<file path="config.mk">
export PLATFORM = sky130hd
export DESIGN_NAME = plic_claim_arbiter
export DESIGN_NICKNAME = d
export VERILOG_FILES = /design/src/rtl/plic_claim_arbiter.sv
export SDC_FILE = /design/constraint.sdc
export NUM_CORES = 1
export LEC_CHECK = 0
export ABC_CLOCK_PERIOD_IN_PS = 8840
export CORE_UTILIZATION = 43
export CTS_BUF_LIST = sky130_fd_sc_hd__clkbuf_16
export CTS_CLUSTER_SIZE = 16
export DETAILED_ROUTE_END_ITERATION = 10
export GPL_ROUTABILITY_DRIVEN = 0
export PLACE_DENSITY = 0.73
export SLEW_MARGIN = 5
export SYNTH_ARGS = -nofsm -noshare
export SYNTH_HDL_FRONTEND = slang
export SYNTH_SLANG_ARGS = --single-unit
export TNS_END_PERCENT = 20
</file>
<file path="constraint.sdc">
create_clock -name wb_clk_i -period 8.84 [get_ports wb_clk_i]
set_input_delay 0.884 -clock wb_clk_i [delete_from_list [all_inputs] [get_ports wb_clk_i]]
set_output_delay 0.884 -clock wb_clk_i [all_outputs]
set_load 0.01 [all_outputs]
</file>
<file path="src/rtl/plic_claim_arbiter.sv">
// Wishbone-attached interrupt gateway plus claim/complete arbiter: latches level sources,
// picks the highest-priority eligible source and blocks re-delivery while it is in flight.
module plic_claim_arbiter #(
  parameter int unsigned NSRC   = 8,
  parameter int unsigned PRIO_W = 3,
  parameter logic [31:0] BASE   = 32'h0C00_0000,
  parameter int unsigned aw     = 32,
  parameter int unsigned dw     = 32
) (
  input  logic            wb_clk_i,
  input  logic            wb_rst_i,
  input  logic [aw-1:0]   wb_adr_i,
  input  logic [dw-1:0]   wb_dat_i,
  output logic [dw-1:0]   wb_dat_o,
  input  logic [3:0]      wb_sel_i,
  input  logic            wb_we_i,
  input  logic            wb_stb_i,
  input  logic            wb_cyc_i,
  output logic            wb_ack_o,
  input  logic [NSRC-1:0] irq_src_i,
  output logic            ext_irq_o,
  output logic [7:0]      best_id_o
);

  localparam logic [aw-1:0] OffPend  = aw'(32'h0000_1000);
  localparam logic [aw-1:0] OffEn    = aw'(32'h0000_2000);
  localparam logic [aw-1:0] OffThr   = aw'(32'h0020_0000);
  localparam logic [aw-1:0] OffClaim = aw'(32'h0020_0004);

  logic [PRIO_W-1:0] prio_q [NSRC];
  logic [PRIO_W-1:0] prio_d [NSRC];
  logic [PRIO_W-1:0] thr_q, thr_d;
  logic [NSRC-1:0]   en_q, en_d, pend_q, pend_d, infl_q, infl_d;
  logic              ack_q, ext_q;
  logic [dw-1:0]     dat_q, dat_d, rdata;
  logic [7:0]        best_q, win_id;
  logic [PRIO_W-1:0] win_prio;
  logic [aw-1:0]     off;
  logic [9:0]        widx;
  logic              in_prio, acc_edge;
  logic              unused_bits;

  assign off         = wb_adr_i - aw'(BASE);
  assign widx        = off[11:2];
  assign in_prio     = (off < OffPend) && (off[1:0] == 2'b00);
  // Side effects happen only on the edge that raises ack, so each access acts once.
  assign acc_edge    = wb_cyc_i & wb_stb_i & ~ack_q;
  assign unused_bits = ^{wb_sel_i, wb_dat_i, irq_src_i[0]};

  // Strict '>' keeps the lowest ID on priority ties; eligible implies priority > 0.
  always_comb begin
    win_id   = '0;
    win_prio = '0;
    for (int i = 1; i < NSRC; i++) begin
      if (pend_q[i] && en_q[i] && (prio_q[i] > thr_q) && (prio_q[i] > win_prio)) begin
        win_id   = 8'(i);
        win_prio = prio_q[i];
      end
    end
  end

  always_comb begin
    rdata = '0;
    if (in_prio) begin
      for (int i = 1; i < NSRC; i++) begin
        if (widx == 10'(i)) rdata[PRIO_W-1:0] = prio_q[i];
      end
    end else if (off == OffPend) begin
      rdata[NSRC-1:0] = pend_q;
    end else if (off == OffEn) begin
      rdata[NSRC-1:0] = en_q;
    end else if (off == OffThr) begin
      rdata[PRIO_W-1:0] = thr_q;
    end else if (off == OffClaim) begin
      rdata[7:0] = best_q;
    end
  end

  always_comb begin
    prio_d = prio_q;
    thr_d  = thr_q;
    en_d   = en_q;
    infl_d = infl_q;
    dat_d  = dat_q;
    pend_d = pend_q | (irq_src_i & ~pend_q & ~infl_q);
    pend_d[0] = 1'b0;
    if (acc_edge) begin
      if (wb_we_i) begin
        if (in_prio) begin
          for (int i = 1; i < NSRC; i++) begin
            if (widx == 10'(i)) prio_d[i] = wb_dat_i[PRIO_W-1:0];
          end
        end else if (off == OffEn) begin
          en_d = {wb_dat_i[NSRC-1:1], 1'b0};
        end else if (off == OffThr) begin
          thr_d = wb_dat_i[PRIO_W-1:0];
        end else if (off == OffClaim) begin
          for (int i = 1; i < NSRC; i++) begin
            if (wb_dat_i[7:0] == 8'(i)) infl_d[i] = 1'b0;
          end
        end
      end else begin
        dat_d = rdata;
        // Claim overrides a same-edge gateway set of the claimed source.
        if (off == OffClaim) begin
          for (int i = 1; i < NSRC; i++) begin
            if (best_q == 8'(i)) begin
              pend_d[i] = 1'b0;
              infl_d[i] = 1'b1;
            end
          end
        end
      end
    end
  end

  always_ff @(posedge wb_clk_i) begin
    if (wb_rst_i) begin
      for (int i = 0; i < NSRC; i++) prio_q[i] <= '0;
      thr_q  <= '0;
      en_q   <= '0;
      pend_q <= '0;
      infl_q <= '0;
      ack_q  <= 1'b0;
      dat_q  <= '0;
      best_q <= '0;
      ext_q  <= 1'b0;
    end else begin
      prio_q <= prio_d;
      thr_q  <= thr_d;
      en_q   <= en_d;
      pend_q <= pend_d;
      infl_q <= infl_d;
      ack_q  <= wb_cyc_i & wb_stb_i & ~ack_q;
      dat_q  <= dat_d;
      best_q <= win_id;
      ext_q  <= (win_id != 8'd0);
    end
  end

  assign wb_ack_o  = ack_q;
  assign wb_dat_o  = dat_q;
  assign best_id_o = best_q;
  assign ext_irq_o = ext_q;

endmodule

</file>
Word-level counts from Yosys, hierarchy flattened
Index checks and enable logic that the tools add are counted.
Operators by class
  equality and inequality tests: 35
  reductions and logical operators: 50
  order comparisons: 15
  add/subtract/negate cells: 1
  muxes and demuxes: 57
  bitwise operators: 11
Operator list (count)
  $mux 8: 9
  $eq 32x22->1 const B: 2
  $eq 8x3->1 const B: 8
  $mux 7: 9
  $reduce_and 8->1: 7
  $mux 3: 15
  $eq 10x3->1 const B: 4
  $gt 3x3->1: 13
  $eq 32x13->1 const B: 1
  $eq 32x14->1 const B: 1
  $eq 8x2->1 const B: 4
  $lt 32x13->1 const B: 1
  $reduce_and 4->1: 8
  $sub 32x28->32 const B: 1
  $logic_and 1x1->1: 22
  $mux 1: 22
  $eq 10x2->1 const B: 2
  $and 8x8->8: 2
  $eq 8x1->1 const B: 2
  $not 8->8: 2
  $reduce_bool 2->1: 8
  $ne 2x1->1 const B: 7
  $eq 10x1->1 const B: 1
  $mux 5: 2
  other kinds (10): 16
Word-level totals
  output and inout bits: 42
  word-level logic and storage cells: 191
  input port bits: 81
  register bits: 64

Logic depth before layout (Yosys ltp)
Gate-level depths: netlist of run 1.
  depth in word-level cells: 23
  depth in mapped cells: 45
  mapped depth without buffers: 43

Worst setup path after synthesis of run 1
No wires, ideal clock.
  kind: reg2reg
  from: reg thr_q[1]
  to: reg ext_q (netlist: ext_irq_o)
  period minus slack after synthesis: 8299 ps
  setup time: 81 ps
  setup slack: 541 ps
  data arrival time: 8218 ps
  required time: 8759 ps
  stages on the path, launching flop included: 44
  buffers on the path: 2
  path through: dfxtp_1 -> inv_1 -> ha_1 -> inv_1 -> o21ai_0 -> nand3_1 -> ha_1 -> nand3_1 -> and4_4 -> and2_4 -> buf_6 -> mux2_4 -> ha_1 -> nand3b_1 -> a22oi_1 -> nand3_1 -> or2_2 -> and2_1 -> (+8 left out) -> nor2_1 -> nand2_1 -> a2bb2oi_1 -> o221ai_1 -> a41oi_1 -> a21oi_2 -> mux2_4 -> ha_1 -> nand3_1 -> nand4_1 -> nor3_1 -> mux2_2 -> ha_1 -> nand3_1 -> nand4_1 -> nor3_1 -> nor2_1 -> a41oi_1
Between the ends
  longest elaborated chain between the ends: 23
  elaborated cells on any way between the ends: 41
  classes of those cells: order compare (13); mux (13); reduce/logical (15)
RTL lines
  start: declaration: RTL line 32  | logic [PRIO_W-1:0] thr_q, thr_d;
  start signal: assignment: RTL line 130  | thr_q <= thr_d;
  $gt 3x3->1: RTL line 55  | if (pend_q[i] && en_q[i] && (prio_q[i] > thr_q) && (prio_q[i] > win_prio)) begin
  $logic_and 1x1->1 (2 in series): RTL line 55
  $mux 3: RTL line 55
  $gt 3x3->1: RTL line 55
  $logic_and 1x1->1: RTL line 55
  $mux 3: RTL line 55
  $gt 3x3->1: RTL line 55
  $logic_and 1x1->1: RTL line 55
  (+6 left out)
  $mux 3: RTL line 55
  $gt 3x3->1: RTL line 55
  $logic_and 1x1->1: RTL line 55
  $mux 3: RTL line 55
  $gt 3x3->1: RTL line 55
  $logic_and 1x1->1: RTL line 55
  $mux 8 *: RTL line 55
  $reduce_bool 8->1 *: RTL line 137  | ext_q <= (win_id != 8'd0);
  end signal: assignment: RTL line 137
  end: declaration: RTL line 34  | logic ack_q, ext_q;
Every way passes the cells marked *; elsewhere a longest branch is shown, timed or not.
A chain may end at the register's enable or synchronous reset.

Worst setup path in the final report of run 1
Ends and elaborated chain as after synthesis.

==> metrics, run 1 <==
WL final=11.2 mm; starting density of the core=0.444; Hold Violations, Final=0; Core Footprint=9240 um^2; Hold Startpoint=infl_q[7]; Least-Margin Pin Slew=1.08 ns; crit path max fanout=8; # diodes=0; Syn Area/Cell=8.09 um^2; Synth area leaders=dfxtp_1 (28%), ha_1 (11%), a21oi_1 (5.6%); drt wl/cell=16.1 um; antenna viol nets, final=0; origin of the critical flop-to-flop path=thr_q[1]; Clock Latency Late Sink=0.33 ns; register area=1160 um^2; Yosys top cell area share=0.283; part of the cycle the worst path needs=0.961; setup ws final=0.342 ns; status=finished clean; R2R setup slack=0.34 ns; Post-synth EDFFs=0; cell row count=35; Peak Freq=118 MHz; Worst setup EP type=flip-flop; count leader, synth=dfxtp_1; Chip Height=99.7 um; fin nets=682; # setup viols final=0; CTS H-tree lvls=3; R2R Path End=ext_irq_o; Slowest Stage Delay on Critical Path=0.34 ns; FF-to-FF path depth=42; Slowest cell on crit path=ha_1; ys async rst share=0; Netlist Area Pre-Place=4100 um^2; number of CTS-inserted buffers=9; Hold EP=infl_q[7]; iteration-0 DRC count of the detailed router=283; area of the multi-input gates=2680 um^2; I/O Pins=123; maxcap violations=0; area grow syn2layout=22.7%; GR Overflow Total=0; Final Max Slew Viols=0; die footprint=9930 um^2; Hold Path Class=flip-flop to flip-flop; Worst-path clk slew=0.05 ns; post-DP HPWL=8.28 mm; Worst slew margin=0.276; most frequent cell on the critical path=ha_1; Overall Global Routing Usage=0.232; crit path kind=flip-flop to flip-flop; first-pass GRT wire length=18.0 mm; clock tree buffer depth=2; Root Driver=clkbuf_16; TritonRoute pass-1 iters=5; worst setup skew after layout=0.0108 ns; # clock sinks=58; cell taking the most area after synthesis=dfxtp_1; # port buffers=64; hold depth=2; detailed-route DRC error count=0; yosys warns=0; Via Count=3,950; register area share after synthesis=0.283; critical path startpoint=thr_q[1]; Worst EP required=9.06 ns; # hold bufs at CTS=0; Seq cells post-synth=58; Synth top cells by count=dfxtp_1 (58), nand2_1 (50), a21oi_1 (46); Synth cell types=60; CTS tree=yes; largest net degree at the start of global routing=59; dpl cells=681; worst slack, placed=0.239 ns; Die Wd=99.7 um; Max VDD drop=0.0000619 V; WP data arrival=8.71 ns; CP startpoint kind=flip-flop; Total Power=0.000627 W; Post-Syn Instances=507; Layout fillers=870; share of layout cells above drive strength 1=0.0914; number of vias per cell=5.66; Top FF cell, synth=dfxtp_1; initial antenna violation count=0; post-route insts no fill=698; fin crit period=8.50 ns; P_leak=1.91 nW; PD cells=125 nW/um^2; vias in the first global route=3,662
==> state kept, by name, summed over array words and instances (netlist names) <==
signal,cells
en_q,7
thr_q,3
ext_irq_o,1
wb_dat_o,8
prio_q,21
pend_q,7
infl_q,7
wb_ack_o,1
best_id_o,3
==> worst max-delay path, delay by kind of cell, from the launching register on <==
family	cells	cell delay, ns
buffers and inverters	4	0.36
AO/OA/AOI/OAI	10	1.93
multiplexers	3	0.99
adder cells (fa/ha/maj)	7	1.89
AND/OR/NAND/NOR	18	2.89
flip-flops	1	0.33
==> kinds of logic after synthesis <==
logic type	after synthesis	synth area share
buf+inv	78	0.101
fa+ha+maj	37	0.113
simple gates	192	0.244
compound gates	117	0.184
mux	24	0.0738
other cells	1	0.000915
flops	58	0.283
==> stage by stage <==
step                      TNS (ns)   util  cell area [um^2]  hold slack (ns)
after global routing       -0.0548  0.544              5030            0.463
after floorplan                  0      -              4210            0.427
after CTS                        0  0.539              4980            0.453
after global placement           0  0.511              4720            0.442
after detailed placement         0  0.511              4720            0.446
final                            0  0.544              5030            0.455
==> repair_timing <==
item,4_1_cts,5_1_grt
gates resized for setup,0,9
setup buffers,0,1
setup endpoints to repair,0,4
==> where the power goes <==
group	switching [W]	leakage [nW]	internal (W)	total, W
Clock	0.000115	0.140	0.000183	0.000298
Combinational	0.0000302	1.30	0.0000294	0.0000596
Sequential	0.00000353	0.470	0.000266	0.000270
Total	0.000148	1.91	0.000479	0.000627
==> worst max-delay path by stage <==
| stage | to | slack (ns) | depth (start not counted) |
|---|---|---|---|
| 3_5_place_dp | ext_irq_o | 0.24 | 42 |
| 2_1_floorplan | ext_irq_o | 0.54 | 43 |
| 3_3_place_gp | ext_irq_o | 0.44 | 41 |
| 4_1_cts | ext_irq_o | 0.20 | 42 |
| 6_report | ext_irq_o | 0.34 | 42 |
| 5_1_grt | ext_irq_o | -0.05 | 41 |
==> placed cells by master, fill, tap and decap left out, types with 10 or more instances in the layout <==
cell	count
clkdlybuf4s50_1	63
dfxtp_1	58
nand2_1	50
a21oi_1	46
nand3_1	42
nor2_1	37
ha_1	37
inv_1	29
conb_1	29
a22oi_1	14
mux2i_1	13
o21ai_0	10
a211oi_1	10
==> cell type report <==
type / instances / share of cell area
Multi-Input combinational cell: 399 / 0.532
Sequential cell: 58 / 0.231
Timing Repair Buffer: 70 / 0.135
Clock buffer: 9 / 0.0448
Tap cell: 129 / 0.0321
Inverter: 26 / 0.0194
Clock inverter: 7 / 0.00597
==> layer usage <==
layer | vias up | global-route usage | wire (um)
li1 | 1905 | - | -
met2 | 155 | 0.395 | 5470
met1 | 1861 | 0.296 | 4830
met5 | - | 0 | 0
met3 | 29 | 0.0394 | 658
met4 | 0 | 0.0781 | 260
Power figures use the tool's default switching activity.
==> inputs of run 2 (changes only) <==
--- a/config.mk
+++ b/config.mk
@@ -5,13 +5,13 @@
 export SDC_FILE = /design/constraint.sdc
 export NUM_CORES = 1
 export LEC_CHECK = 0
-export ABC_CLOCK_PERIOD_IN_PS = 8840
-export CORE_UTILIZATION = 43
+export ABC_CLOCK_PERIOD_IN_PS = 7900
+export CORE_UTILIZATION = 48
 export CTS_BUF_LIST = sky130_fd_sc_hd__clkbuf_16
 export CTS_CLUSTER_SIZE = 16
 export DETAILED_ROUTE_END_ITERATION = 10
 export GPL_ROUTABILITY_DRIVEN = 0
-export PLACE_DENSITY = 0.73
+export PLACE_DENSITY = 0.77
 export SLEW_MARGIN = 5
 export SYNTH_ARGS = -nofsm -noshare
 export SYNTH_HDL_FRONTEND = slang
==> constraint.sdc (replaced) <==
create_clock -name wb_clk_i -period 7.9 [get_ports wb_clk_i]
set_input_delay 0.79 -clock wb_clk_i [delete_from_list [all_inputs] [get_ports wb_clk_i]]
set_output_delay 0.79 -clock wb_clk_i [all_outputs]
set_load 0.01 [all_outputs]
==> metrics, run 2 (synthesis results as in run 1) <==
area grow syn2layout=33.0%; Worst-path clk slew=0.05 ns; Hold Violations, Final=0; first-pass GRT wire length=17.8 mm; initial antenna violation count=0; P_leak=2.09 nW; Levels on crit path=43; GR Overflow Total=0; status=finished clean; Combinational Power Share=0.085; commonest non-fill, non-tap cells in the layout=clkdlybuf4s50_1 (63), dfxtp_1 (57), nand2_1 (49), a21oi_1 (44), nand3_1 (40); Peak Freq=128 MHz; # clock sinks=58; crit path max fanout=5; Reg with most FFs=prio_q; WP data arrival=7.99 ns; most common cell after layout, fill and taps aside=clkdlybuf4s50_1; Worst setup EP type=flip-flop; number of vias per cell=5.95; I/O Pins=123; Hold Path Class=flip-flop to flip-flop; crit path kind=flip-flop to flip-flop; # port buffers=64; Via Count=4,169; Sw Ratio=0.224; drt wl/cell=16.8 um; Buf/Inv on CP=4; share of layout cells above drive strength 1=0.181; hold depth=2; largest net degree at the start of global routing=59; Chip Height=94.4 um; CTS tree=yes; CP top delay family=compound AO/OA/AOI/OAI gates; detailed-route DRC error count=0; post-route insts no fill=701; clock share of power=0.527; CP startpoint kind=flip-flop; Switch Pwr=0.000174 W; antenna viol nets, final=0; post-DP HPWL=8.22 mm; CTS H-tree lvls=3; number of CTS-inserted buffers=9; starting density of the core=0.497; WHS=0.465 ns; dpl cells=674; fin crit period=7.84 ns; Core Footprint=8260 um^2; sequential power share=0.388; Slowest Stage Delay on Critical Path=0.34 ns; PD cells=142 nW/um^2; RSZ-0062 raised after global routing=true; Die Wd=94.4 um; TritonRoute pass-1 iters=6; cell row count=33; Least-Margin Pin Slew=1.09 ns; # setup viols final=0; Final Max Slew Viols=0; Slowest cell on crit path=mux2_4; max reg flops=21; clock tree buffer depth=2; Clock Latency Late Sink=0.33 ns; Worst slew margin=0.270; vias in the first global route=3,775; # diodes=0; Max VDD drop=0.000131 V; maxcap violations=0; Total Power=0.000777 W; fin nets=709; Worst EP required=8.05 ns; part of the cycle the worst path needs=0.992; Root Driver=clkbuf_16; Cell Int Power=0.000603 W; most frequent cell on the critical path=ha_4; WL final=11.8 mm; die footprint=8920 um^2; FF-to-FF path depth=43; worst setup skew after layout=0.00349 ns; Overall Global Routing Usage=0.260; iteration-0 DRC count of the detailed router=317
[run 2: cell count changes in the layout (fill, tap and decap cells not counted), moves of 5 or more]
cell,delta
buf_4,+26
ha_1,-9
ha_4,+9
inv_1,-5
[run 2: cell type report]
cell class                      instances  area (um^2)
Multi-Input combinational cell        399         2870
Fill cell                             667         2810
Sequential cell                        58         1160
Timing Repair Buffer                   97          887
Clock buffer                            9          225
Tap cell                              105          131
Inverter                               26         97.6
Clock inverter                          7         83.8
[run 2: per-layer routing]
metal | track usage | vias up | routed length, um
met5 | 0 | - | 0
met4 | 0.119 | 0 | 337
met3 | 0.0403 | 24 | 932
met2 | 0.433 | 224 | 5690
met1 | 0.328 | 1968 | 4790
li1 | - | 1953 | -
[run 2: path summary, 6_finish.rpt]
check | to | slack, ns | start
hold reg to reg | en_q[4] | 0.47 | en_q[4]
setup / recovery | ext_irq_o | 0.06 | thr_q[2]
setup reg to reg | ext_irq_o | 0.06 | thr_q[2]
hold / removal | en_q[4] | 0.47 | en_q[4]
[run 2: power groups by stage]
stage	clock network, W	registers, W	logic (W)
after detailed placement	0	0.000308	0.0000650
after global routing	0.000422	0.000302	0.0000712
after global placement	0	0.000307	0.0000641
after floorplan	0	0.000307	0.0000381
final	0.000409	0.000302	0.0000658
after CTS	0.000410	0.000302	0.0000654
[run 2: repair_timing]
item	4_1_cts	5_1_grt
endpoints found under the setup margin	4	4
buffers inserted	5	7
resized for setup	16	19
cloned	0	0
hold buffers	0	0
pin swaps	14	29
[run 2: stage by stage]
step           TNS (ns)  instance area [um^2]  utilization  setup WS [ns]
4_1_cts               0                  5270        0.638        0.00597
3_5_place_dp     -0.758                  4840        0.586         -0.271
2_1_floorplan         0                  4240            -         0.0109
6_report              0                  5450        0.660         0.0617
5_1_grt           -1.21                  5450        0.660         -0.343
3_3_place_gp     -0.263                  4840        0.586         -0.142
[run 2: worst reg2reg max path, delay by kind of cell, from the launching register on]
family | cells | cell delay [ns]
compound gates | 18 | 2.64
fa+ha+maj | 7 | 1.83
buf+inv | 4 | 0.53
flops | 1 | 0.33
mux | 2 | 0.65
simple gates | 12 | 1.70
==> inputs of run 3 (changes only) <==
--- a/config.mk
+++ b/config.mk
@@ -6,6 +6,7 @@
 export NUM_CORES = 1
 export LEC_CHECK = 0
 export ABC_CLOCK_PERIOD_IN_PS = 7900
+export CAP_MARGIN = 20
 export CORE_UTILIZATION = 48
 export CTS_BUF_LIST = sky130_fd_sc_hd__clkbuf_16
 export CTS_CLUSTER_SIZE = 16
==> results of run 3 <==
No change in the layout: final DEF, timing and power equal those of run 2.
